### src/rtl/deallocator_pkg.sv
// Shared bridge definitions used by the packet read-out stage: page/line
// address widths, packet-word control code and packet-buffer request layout.
package deallocator_pkg;

    localparam int LL_PG_ASZ   = 6;
    localparam int PB_ASZ      = LL_PG_ASZ + 2;
    localparam int PFW_SZ      = 34;
    localparam int PRW_PCC_LO  = 32;
    localparam int PRW_PCC_HI  = 33;
    localparam int PBR_PORT_SZ = 4;

    typedef enum logic [1:0] {
        PCC_DATA    = 2'd0,
        PCC_SOP     = 2'd1,
        PCC_EOP     = 2'd2,
        PCC_SOP_EOP = 2'd3
    } pcc_e;

    typedef struct packed {
        logic [PB_ASZ-1:0]      addr;
        logic                   write;
        logic [PBR_PORT_SZ-1:0] port;
        logic [PFW_SZ-1:0]      data;
    } pbr_t;

    localparam int PBR_SZ = $bits(pbr_t);

    typedef enum logic [2:0] {
        s_idle,
        s_read,
        s_link_req,
        s_link_rsp,
        s_free,
        s_free_last
    } state_e;

    // Both end-of-packet codes carry bit 1 of the control field.
    function automatic logic any_eop(input logic [1:0] pcc);
        return pcc[1];
    endfunction

endpackage

### src/rtl/sd_iohalf.sv
// Single-entry registered srdy/drdy buffer; refills in the same cycle it
// drains, so an unstalled producer keeps one transfer per cycle.
module sd_iohalf #(
    parameter int WIDTH = 8
) (
    input  logic             clk,
    input  logic             reset,
    input  logic             c_srdy,
    output logic             c_drdy,
    input  logic [WIDTH-1:0] c_data,
    output logic             p_srdy,
    input  logic             p_drdy,
    output logic [WIDTH-1:0] p_data
);

    logic             full_p0;
    logic [WIDTH-1:0] data_p0;

    assign c_drdy = !full_p0 || p_drdy;

    // p0: output holding register
    always_ff @(posedge clk) begin
        if (reset) begin
            full_p0 <= 1'b0;
        end else if (c_srdy && c_drdy) begin
            full_p0 <= 1'b1;
        end else if (p_drdy) begin
            full_p0 <= 1'b0;
        end
    end

    always_ff @(posedge clk) begin
        if (c_srdy && c_drdy) begin
            data_p0 <= c_data;
        end
    end

    assign p_srdy = full_p0;
    assign p_data = data_p0;

endmodule

### src/rtl/deallocator.sv
// Packet read-out: walks a descriptor's page list, reads every line of every
// page, forwards returns up to EOP and frees each page once its reads drain.
module deallocator
    import deallocator_pkg::*;
#(
    parameter logic [PBR_PORT_SZ-1:0] port_num = PBR_PORT_SZ'(1)
) (
    input  logic                 clk,
    input  logic                 reset,

    input  logic                 f2d_srdy,
    output logic                 f2d_drdy,
    input  logic [LL_PG_ASZ-1:0] f2d_start,
    input  logic [LL_PG_ASZ-1:0] f2d_end,

    output logic                 rlp_srdy,
    input  logic                 rlp_drdy,
    output logic [LL_PG_ASZ-1:0] rlp_page,

    input  logic                 rlpr_srdy,
    output logic                 rlpr_drdy,
    input  logic [LL_PG_ASZ-1:0] rlpr_page,

    output logic                 drf_srdy,
    input  logic                 drf_drdy,
    output logic [LL_PG_ASZ-1:0] drf_page,

    output logic                 pbrd_srdy,
    input  logic                 pbrd_drdy,
    output logic [PBR_SZ-1:0]    pbrd_data,

    input  logic                 pbrr_srdy,
    output logic                 pbrr_drdy,
    input  logic [PFW_SZ-1:0]    pbrr_data,

    output logic                 ptx_srdy,
    input  logic                 ptx_drdy,
    output logic [PFW_SZ-1:0]    ptx_data
);

    state_e               state;
    logic [LL_PG_ASZ-1:0] end_pg;
    logic [LL_PG_ASZ-1:0] cur_pg;
    logic [LL_PG_ASZ-1:0] nxt_pg;
    logic [1:0]           cur_line;
    logic [2:0]           rd_cnt;
    logic                 drop;

    pbr_t req;
    logic req_srdy;
    logic req_drdy;
    logic req_fire;
    logic ret_fire;
    logic ret_dec;
    logic ret_eop;

    // Line 0 of the first page is issued together with the descriptor accept
    // so the first request is already at pbrd on the next cycle.
    always_comb begin
        req       = '0;
        req.port  = port_num;
        req.addr  = {cur_pg, cur_line};
        req_srdy  = 1'b0;
        case (state)
            s_idle: begin
                req_srdy = f2d_srdy;
                req.addr = {f2d_start, 2'b00};
            end
            s_read:  req_srdy = (rd_cnt < 3'd4);
            default: req_srdy = 1'b0;
        endcase
    end

    assign f2d_drdy = (state == s_idle) && req_drdy;
    assign req_fire = req_srdy && req_drdy;

    assign ptx_data  = pbrr_data;
    assign ptx_srdy  = pbrr_srdy && !drop;
    assign pbrr_drdy = drop || ptx_drdy;
    assign ret_fire  = pbrr_srdy && pbrr_drdy;
    // Stale returns after a mid-packet reset must not wrap the counter.
    assign ret_dec   = ret_fire && (rd_cnt != 3'd0);
    assign ret_eop   = any_eop(pbrr_data[PRW_PCC_HI:PRW_PCC_LO]);

    assign rlp_srdy  = (state == s_link_req);
    assign rlp_page  = cur_pg;
    assign rlpr_drdy = (state == s_link_rsp);
    assign drf_srdy  = ((state == s_free) || (state == s_free_last)) && (rd_cnt == 3'd0);
    assign drf_page  = cur_pg;

    sd_iohalf #(
        .WIDTH(PBR_SZ)
    ) obuf (
        .clk    (clk),
        .reset  (reset),
        .c_srdy (req_srdy),
        .c_drdy (req_drdy),
        .c_data (req),
        .p_srdy (pbrd_srdy),
        .p_drdy (pbrd_drdy),
        .p_data (pbrd_data)
    );

    always_ff @(posedge clk) begin
        if (reset) begin
            state    <= s_idle;
            end_pg   <= '0;
            cur_pg   <= '0;
            nxt_pg   <= '0;
            cur_line <= '0;
            rd_cnt   <= '0;
            drop     <= 1'b0;
        end else begin
            if (req_fire && !ret_dec) begin
                rd_cnt <= rd_cnt + 3'd1;
            end else if (!req_fire && ret_dec) begin
                rd_cnt <= rd_cnt - 3'd1;
            end

            if (ret_fire && !drop && ret_eop) begin
                drop <= 1'b1;
            end

            case (state)
                s_idle: begin
                    if (f2d_srdy && f2d_drdy) begin
                        end_pg   <= f2d_end;
                        cur_pg   <= f2d_start;
                        cur_line <= 2'd1;
                        drop     <= 1'b0;
                        state    <= s_read;
                    end
                end
                s_read: begin
                    if (req_fire) begin
                        cur_line <= cur_line + 2'd1;
                        if (cur_line == 2'd3) begin
                            state <= (cur_pg == end_pg) ? s_free_last : s_link_req;
                        end
                    end
                end
                s_link_req: begin
                    if (rlp_drdy) begin
                        state <= s_link_rsp;
                    end
                end
                s_link_rsp: begin
                    if (rlpr_srdy) begin
                        nxt_pg <= rlpr_page;
                        state  <= s_free;
                    end
                end
                s_free: begin
                    if (drf_srdy && drf_drdy) begin
                        cur_pg   <= nxt_pg;
                        cur_line <= 2'd0;
                        state    <= s_read;
                    end
                end
                s_free_last: begin
                    if (drf_srdy && drf_drdy) begin
                        state <= s_idle;
                    end
                end
                default: state <= s_idle;
            endcase
        end
    end

endmodule

### config.mk
export PLATFORM = sky130hd
export DESIGN_NAME = deallocator
export DESIGN_NICKNAME = d
export VERILOG_FILES = /design/src/rtl/deallocator_pkg.sv /design/src/rtl/sd_iohalf.sv /design/src/rtl/deallocator.sv
export SDC_FILE = /design/constraint.sdc
export NUM_CORES = 1
export LEC_CHECK = 0
export CORE_MARGIN = 2
export CORE_UTILIZATION = 55
export DETAILED_ROUTE_END_ITERATION = 8
export DONT_BUFFER_PORTS = 1
export PLACE_DENSITY = 0.7
export SKIP_CTS_REPAIR_TIMING = 1
export SLEW_MARGIN = 20
export SYNTH_ARGS = -nofsm -noshare
export SYNTH_HDL_FRONTEND = slang
export SYNTH_HIERARCHICAL = 1
export SYNTH_SLANG_ARGS = --single-unit
### constraint.sdc
create_clock -name clk -period 6.1 [get_ports clk]
set_input_delay 1.83 -clock clk [delete_from_list [all_inputs] [get_ports clk]]
set_output_delay 1.83 -clock clk [all_outputs]
set_load 0.01 [all_outputs]
Word level (Yosys, flattened, before mapping)
Cells that the tools add are included.
Operators by class
  $add $sub $neg: 3
  multipliers: 0
  divide/modulo/power cells: 0
  magnitude comparators: 1
  eq/ne operators: 14
  shift operators: 0
  multiplexer cells: 25
  bitwise gates (word level): 0
  reduce and logical (&&, ||, !) cells: 31
Operator list (number)
  3-bit 2-to-1 mux: 10
  3-bit case mux with 6 select lines: 1
  1-bit logical AND: 12
  6-bit 2-to-1 mux: 2
  6-bit case mux with 2 select lines: 1
  8-bit 2-to-1 mux: 1
  2-bit by 1-bit != test with 1-bit output (second input constant): 4
  7-bit AND reduction: 1
  3-bit by 2-bit == test with 1-bit output (second input constant): 2
  3-bit == test (second input constant): 2
  6-bit == test: 1
  3-bit zero test: 2
  2-bit 2-to-1 mux: 3
  2-bit != test (second input constant): 3
  2-bit case mux with 3 select lines: 1
  2-bit nonzero test: 3
  3-bit nonzero test: 2
  1-bit 2-to-1 mux: 5
  1-bit zero test: 4
  2-bit AND reduction: 2
  4-bit AND reduction: 1
  3-bit by 1-bit adder with 3-bit output (second input constant): 1
  3-bit by 1-bit == test with 1-bit output (second input constant): 1
  1-bit logical OR: 3
  6 further kinds: 6
Storage, ports and cells
  bits in registers: 36
  bits in latches: 0
  memory bits (writable): 0
  bits in read-only memories: 0
  input bits: 61
  output and inout bits: 100
  logic and storage cells: 84
  memories kept: 0

Longest topological paths before layout
Gate-level depths: netlist (run 1).
  depth after elaboration: 7
  depth in mapped cells: 9

Hierarchy
Netlist (run 1), hierarchy kept.
By module, submodules not included
  deallocator: times used 1, cells an instance 222, area an instance 1975.6 um2, sequential area each 540.5 um2
  sd_iohalf: times used 1, cells an instance 52, area an instance 1466.4 um2, sequential area each 1431.4 um2

Worst setup path after synthesis (run 1)
OpenSTA, ideal clock, no wires.
  path type: input to output
  from: input pbrd_drdy
  to: output f2d_drdy
  data arrival time: 2.170 ns
  slack: 2.100 ns
  cell stages on the path: 2
  cell sequence: nand2b_4 and2_1
Between the ends
  cells in the longest elaborated chain, start to end: 2
Ends and longest elaborated chain
  from (decl): RTL line deallocator.sv:29  | input logic pbrd_drdy,
  1-bit logical OR: RTL line sd_iohalf.sv:19  | assign c_drdy = !full_p0 || p_drdy;
  1-bit logical AND: RTL line deallocator.sv:74  | assign f2d_drdy = (state == s_idle) && req_drdy;
  to (decl): RTL line deallocator.sv:12  | output logic f2d_drdy,
Every way passes these cells.

Worst setup path after layout (run 1)
Ends and elaborated chain as after synthesis.

==> out/metrics.yaml, run 1 <==
outcome: "completed"
finalHoldViolations: 0
hold_path_class: "flop to flop"
cp.required_ns: 4.27
reg2reg_depth: 8
area_growth_pct: 2.25
htreeDepth: 3
synthArstFlopShare_pct: 0
viasPerCell: 5.25
die_w_um: 83.1
cp-end-kind: "output port"
worstPathCellList: "nand2b_4 > and2_1"
final_area_um2: 3520
setup_viol: 0
drtAntennaViolNets: 0
insertion_delay_ns: 0.34
synth_edf_count: 47
cts_tree: "done"
grt_overflow: 0
insertedDiodeCount: 0
grt_max_degree: 48
slew_headroom_pct: 55.0
port_buffers: 0
synthFlopType: "edfxtp_1"
synth-seq-cells: 75
cpMaxStageDelayCell: "and2_1"
synth_most_common_cell: "edfxtp_1"
wl_mm: 5.91
holdPathEnd: "nxt_pg[4]"
cts_sinks: 75
post_drt_wl_per_cell_um: 16.7
path_clk_slew_ns: 0.07
drt_iter0_markers: 71
clock_path_buffers: 2
dp.final_hpwl_mm: 4.12
cp_max_fo: 9
grt_usage_pct: 18.0
ys_types: 54
io_pins: 161
holdWs_ns: 0.496
synth_commonest_cells: "47 x edfxtp_1, 41 x buf_4, 28 x dfxtp_1"
cts_made_buffers: 9
rsz0062_at_grt: "false"
final_nets: 337
min-delay-start: "nxt_pg[4]"
r2r_setup_slack_ns: 3.62
drive_above_1_share_pct: 15.5
synthCells: 274
row_count: 28
ir_drop_uv: 329
drv_cap: 0
tns_ns: 0
cp_top_family: "simple AND/OR/NAND/NOR gates"
grt_pass1_wl_mm: 9.74
die_h_um: 83.1
p_per_area_nw_per_um2: 500
fin_crit_sh_pct: 65.9
fin_crit_ns: 4.02
syn_area_per_cell_um2: 12.6
grt_antenna_before_repair: 0
reg2reg_from: "state[0]"
root_buffer: "clkbuf_8"
worst_slew_pin_slew_ns: 0.669
post_dp_cell_area_um2: 3330
dieArea_um2: 6910
yosysTopAreaCell: "edfxtp_1"
yosys-top-cells-area: "edfxtp_1 41%, dfxtp_1 16%, buf_4 8.9%, mux2i_1 3.8%, nor2_1 2.3%"
grt_pass1_vias: 1916
drc: 0
syn-cell-area_um2: 3440
finalClockSkew_ns: 0.00675
p_leak_nw: 1.43
fmax_mhz: 249
p_total_mw: 1.76
ys.warnings.count: 6
via_count: 1853
gp_congestion: 0.778
arrival_ns: 2.19
synth_top_area_share_pct: 41.0
dr.pass1.iters: 4
path_buf_inv: 0
core_um2: 5990
ys_seq_area_share_pct: 57.3
cp-start-kind: "primary input"
hold_path_depth: 2
crit_type: "primary input to output port"
r2r_end: "rd_cnt[2]"
cpPeakStageDelay_ns: 0.19
initial_utilization_pct: 57.5
slew_violations: 0
[worst reg2reg max path: stages, from the launching register on]
cell	delay [ns]
dfxtp_1	0.66
and2b_4	0.31
o211a_1	0.21
ha_1	0.19
inv_1	0.06
fa_1	0.39
xor2_1	0.16
or3_1	0.30
a21oi_1	0.13
[layer usage]
metal	vias to the layer above	GRT usage (%)	wire, µm
met2	91	27.3	2730
li1	892	-	-
met3	33	7.26	546
met4	0	9.54	213
met1	837	22.0	2410
met5	-	0	0
[cells by family (layout without fill, tap and decap cells)]
kind of cell / Yosys count / after routing / synth area share, %
flip-flops: 75 / 75 / 57.3
AND/OR/NAND/NOR: 63 / 63 / 11.4
buffers and inverters: 60 / 27 / 11.3
AO/OA/AOI/OAI: 43 / 43 / 10.4
multiplexers: 20 / 20 / 6.07
XOR/XNOR: 8 / 8 / 2.04
adder cells (fa/ha/maj): 3 / 3 / 1.31
other: 2 / 39 / 0.218
[power by group]
part,switching (mW),internal (mW)
Clock,0.177,0.187
Sequential,0.184,0.754
Combinational,0.282,0.177
Total,0.643,1.12
[worst max-delay path by stage]
| stage | start | slack, ns | to | depth (start not counted) |
|---|---|---|---|---|
| after CTS | pbrd_drdy | 2.07 | f2d_drdy | 2 |
| after global routing | pbrd_drdy | 2.06 | f2d_drdy | 2 |
| after floorplan | pbrd_drdy | 2.10 | f2d_drdy | 2 |
| final | pbrd_drdy | 2.08 | f2d_drdy | 2 |
| after global placement | pbrd_drdy | 2.08 | f2d_drdy | 2 |
| after detailed placement | pbrd_drdy | 2.08 | f2d_drdy | 2 |
[metrics by stage]
stage | utilization (%) | worst slack (ns) | cells
after floorplan | - | 2.10 | 311
after global placement | 55.5 | 2.08 | 337
after detailed placement | 55.5 | 2.08 | 337
after CTS | 58.8 | 2.07 | 353
after global routing | 58.8 | 2.06 | 353
final | 58.8 | 2.08 | 353
[placed cells by master, fill, tap and decap left out, types with 2 or more instances in the layout]
master / n
edfxtp_1: 47
conb_1: 39
dfxtp_1: 28
nor2_1: 21
mux2i_1: 13
inv_1: 11
nand2_1: 9
clkbuf_8: 9
o21ai_0: 8
xor2_1: 8
a211oi_1: 8
mux2_2: 6
a211oi_2: 6
nor2b_1: 5
a21oi_1: 5
and2_1: 3
nand3_1: 3
a21o_1: 3
nand2b_1: 2
and2b_1: 2
and2b_4: 2
or3_1: 2
o31ai_1: 2
nor3_1: 2
ha_1: 2
clkinv_4: 2
clkinv_2: 2
[sequential cells by signal, summed over array words and instances (netlist names)]
signal	flops
drf_page	6
obuf/p_data	47
obuf/p_srdy	1
cur_line	2
state	3
end_pg	6
nxt_pg	6
rd_cnt	3
drop	1
[layout make-up]
type / instances / area, µm²
Inverter: 11 / 41.3
Sequential cell: 75 / 1970
Fill cell: 473 / 2470
Clock buffer: 9 / 124
Clock inverter: 7 / 68.8
Multi-Input combinational cell: 176 / 1220
Tap cell: 75 / 93.8
Power figures use the tool's default switching activity.
==> run 2, diff against run 1 <==
- PLACE_DENSITY: 0.7 -> 0.73
- clock period: 6.1 -> 3.49 ns (I/O delays scaled with it)
==> out/metrics.yaml, run 2 (same netlist as run 1, synthesis figures left out) <==
outcome: "completed"
rsz0062_at_grt: "false"
reg2reg_from: "state[0]"
grt_pass1_wl_mm: 9.25
die_w_um: 83.1
drive_above_1_share_pct: 15.5
path_clk_slew_ns: 0.08
clock_path_buffers: 2
cp-start-kind: "flop"
wl_mm: 5.80
row_count: 28
dp.final_hpwl_mm: 4.10
insertion_delay_ns: 0.34
gp_congestion: 0.768
cts_sinks: 75
worst_slew_pin_slew_ns: 0.686
drtAntennaViolNets: 0
p_per_area_nw_per_um2: 918
htreeDepth: 3
io_pins: 161
drc: 0
layout_commonest_cell: "edfxtp_1"
p_total_mw: 3.30
fin_crit_sh_pct: 80.0
startpoint: "state[1]"
setup_viol: 0
finalHoldViolations: 0
insertedDiodeCount: 0
post_drt_wl_per_cell_um: 16.5
via_count: 1882
cts_made_buffers: 9
drt_iter0_markers: 94
cp.required_ns: 2.44
grt_overflow: 0
fin_crit_ns: 2.79
core_um2: 5990
slew_violations: 0
initial_utilization_pct: 57.5
largest_register_ffs: 47
drv_cap: 0
die_h_um: 83.1
tns_ns: 0
fmax_mhz: 358
cp-end-kind: "output port"
ir_drop_uv: 408
slew_headroom_pct: 53.8
hold_path_class: "flop to flop"
finalClockSkew_ns: 0.0131
hold_path_depth: 2
post_dp_cell_area_um2: 3330
min-delay-start: "cur_line[0]"
final_cells: 352
cts_tree: "done"
final_cell_mix: "47 x edfxtp_1, 39 x conb_1, 28 x dfxtp_1, 21 x nor2_1, 13 x mux2i_1"
final_area_um2: 3590
dr.pass1.iters: 4
holdWs_ns: 0.504
dieArea_um2: 6910
final_nets: 337
grt_usage_pct: 17.2
reg2reg_depth: 8
arrival_ns: 1.75
port_buffers: 0
dp_cells: 337
cp_max_fo: 16
post-route-util_pct: 59.9
crit_type: "flop to output port"
area_growth_pct: 4.25
post-place-ws_ns: 0.761
grt_max_degree: 48
p_leak_nw: 1.47
viasPerCell: 5.35
grt_pass1_vias: 1782
root_buffer: "clkbuf_8"
r2r_setup_slack_ns: 1.03
setup_ws_ns: 0.698
grt_antenna_before_repair: 0
[run 2: cell count changes in the layout (fill, tap and decap cells not counted)]
| cell | previous run | this run |
|---|---|---|
| bufinv_16 | 1 | 4 |
| clkinv_2 | 2 | 0 |
| clkinv_1 | 1 | 0 |
| clkinv_4 | 2 | 1 |
| clkinvlp_4 | 1 | 0 |
| inv_6 | 0 | 1 |
[run 2: area by class of cell]
| type | instances | area, µm² |
|---|---|---|
| Clock buffer | 9 | 124 |
| Clock inverter | 6 | 138 |
| Fill cell | 461 | 2400 |
| Inverter | 11 | 41.3 |
| Multi-Input combinational cell | 176 | 1220 |
| Sequential cell | 75 | 1970 |
| Tap cell | 75 | 93.8 |
[run 2: power breakdown]
part / total [mW] / switching (mW) / leakage [nW] / internal, mW
sequential: 1.65 / 0.335 / 0.687 / 1.32
clock: 0.860 / 0.313 / 0.130 / 0.547
combinational: 0.782 / 0.473 / 0.650 / 0.309
total: 3.30 / 1.12 / 1.47 / 2.17
[run 2: worst paths after layout]
path,endpoint
hold reg to reg,cur_line[0]
setup / recovery,f2d_drdy
hold / removal,cur_line[0]
setup reg to reg,rd_cnt[2]
[run 2: worst max-delay path, stage by stage (launching register included)]
cell and delay, ns:
dfxtp_1 0.52, nor3_4 0.62, and2_1 0.27
[run 2: routing by layer]
| metal | wire length (µm) | GRT usage [%] |
|---|---|---|
| met5 | 0 | 0 |
| met4 | 156 | 8.94 |
| met3 | 412 | 5.86 |
| met2 | 2700 | 26.6 |
| met1 | 2530 | 21.3 |
==> run 3, diff against run 2 <==
- PLACE_DENSITY: 0.73 -> 0.7
- clock period: 3.49 -> 2.6 ns (I/O delays scaled with it)
==> out/metrics.yaml, run 3 (same netlist as run 1, synthesis figures left out) <==
fin_crit_ns: 2.19
nFillCells: 444
drtAntennaViolNets: 0
drive_above_1_share_pct: 17.3
dr.pass1.iters: 4
area_growth_pct: 5.34
p_leak_nw: 1.48
grt_pass1_wl_mm: 9.84
cp.required_ns: 2.86
drt_iter0_markers: 58
via_count: 1865
wl_mm: 5.97
initial_utilization_pct: 57.5
root_buffer: "clkbuf_8"
cts_tree: "done"
drc: 0
htreeDepth: 3
insertedDiodeCount: 0
final_cells: 359
arrival_ns: 2.46
outcome: "completed"
grt_pass1_vias: 1932
post_drt_wl_per_cell_um: 16.6
cts_sinks: 75
finalClockSkew_ns: 0.00764
setup_viol: 0
gp_congestion: 0.818
cp_max_fo: 6
hold_path_class: "flop to flop"
path_clk_slew_ns: 0.08
io_pins: 161
worst_slew_pin_slew_ns: 0.743
layout_commonest_cell: "edfxtp_1"
slew_violations: 0
viasPerCell: 5.19
largest_register_ffs: 47
grt_max_degree: 35
slew_headroom_pct: 50.0
die_h_um: 83.1
fmax_mhz: 456
port_buffers: 0
ir_drop_uv: 667
cp-start-kind: "flop"
row_count: 28
drv_cap: 0
cts_made_buffers: 9
core_um2: 5990
dp_cells: 343
post_dp_cell_area_um2: 3380
grt_antenna_before_repair: 0
cp-end-kind: "flop"
rsz0062_at_grt: "false"
clock_path_buffers: 2
final_area_um2: 3630
dieArea_um2: 6910
p_per_area_nw_per_um2: 1210
tns_ns: 0
final_cell_mix: "47 x edfxtp_1, 39 x conb_1, 28 x dfxtp_1, 21 x nor2_1, 13 x mux2i_1"
crit_type: "flop to flop"
grt_overflow: 0
dp.final_hpwl_mm: 4.28
die_w_um: 83.1
insertion_delay_ns: 0.33
finalHoldViolations: 0
grt_usage_pct: 18.2
fin_crit_sh_pct: 84.4
final_nets: 343
-- run 3: cell count changes in the layout (fill, tap and decap cells not counted) --
| cell | previous run | this run |
|---|---|---|
| buf_12 | 0 | 1 |
| buf_4 | 0 | 5 |
| bufinv_16 | 4 | 3 |
| clkbuf_1 | 0 | 1 |
| clkinv_4 | 1 | 0 |
| clkinvlp_4 | 0 | 2 |
-- run 3: worst max-delay path, cell delays in order, from the launching register on --
cell and delay, ns:
dfxtp_1 0.37, and2b_4 0.33, o211a_1 0.20, ha_1 0.18
inv_1 0.06, fa_1 0.37, xor2_1 0.15, or3_1 0.31
a21oi_1 0.16
-- run 3: worst paths after layout --
path         startpoint         to  slack, ns  depth (start not counted)
max           rd_cnt[2]  rd_cnt[2]       0.41                          8
min           nxt_pg[4]  nxt_pg[4]       0.50                          2
max reg2reg   rd_cnt[2]  rd_cnt[2]       0.41                          8
min reg2reg   nxt_pg[4]  nxt_pg[4]       0.50                          2
-- run 3: through the flow --
step	power [mW]	hold WS, ns	util [%]	setup slack, ns
final	4.40	0.501	60.5	0.407
after global routing	4.68	0.472	60.5	0.278
after CTS	4.46	0.482	60.5	0.419
after detailed placement	3.39	0.485	56.5	0.109
after global placement	3.34	0.472	56.5	0.158
after floorplan	3.16	0.458	-	0.189
-- run 3: power breakdown --
group / internal, mW / switching, mW / leakage [nW]
logic: 0.476 / 0.698 / 0.684
clock network: 0.641 / 0.422 / 0.113
registers: 1.76 / 0.400 / 0.687
-- run 3: layout make-up --
class | instances | area (µm²) | area share [%]
Sequential cell | 75 | 1970 | 54.4
Multi-Input combinational cell | 176 | 1220 | 33.6
Clock buffer | 10 | 128 | 3.52
Clock inverter | 6 | 114 | 3.14
Tap cell | 75 | 93.8 | 2.59
Timing Repair Buffer | 6 | 57.6 | 1.59
Inverter | 11 | 41.3 | 1.14
-- run 3: metal layers --
| layer | up-vias | track usage, % | wire length, µm | share of wire [%] |
|---|---|---|---|---|
| met5 | - | 0 | 0 | 0 |
| met4 | 0 | 8.49 | 112 | 1.9 |
| met3 | 23 | 5.77 | 394 | 6.6 |
| met2 | 90 | 27.9 | 2810 | 47 |
| met1 | 851 | 23.6 | 2640 | 44 |
| li1 | 901 | - | - | - |
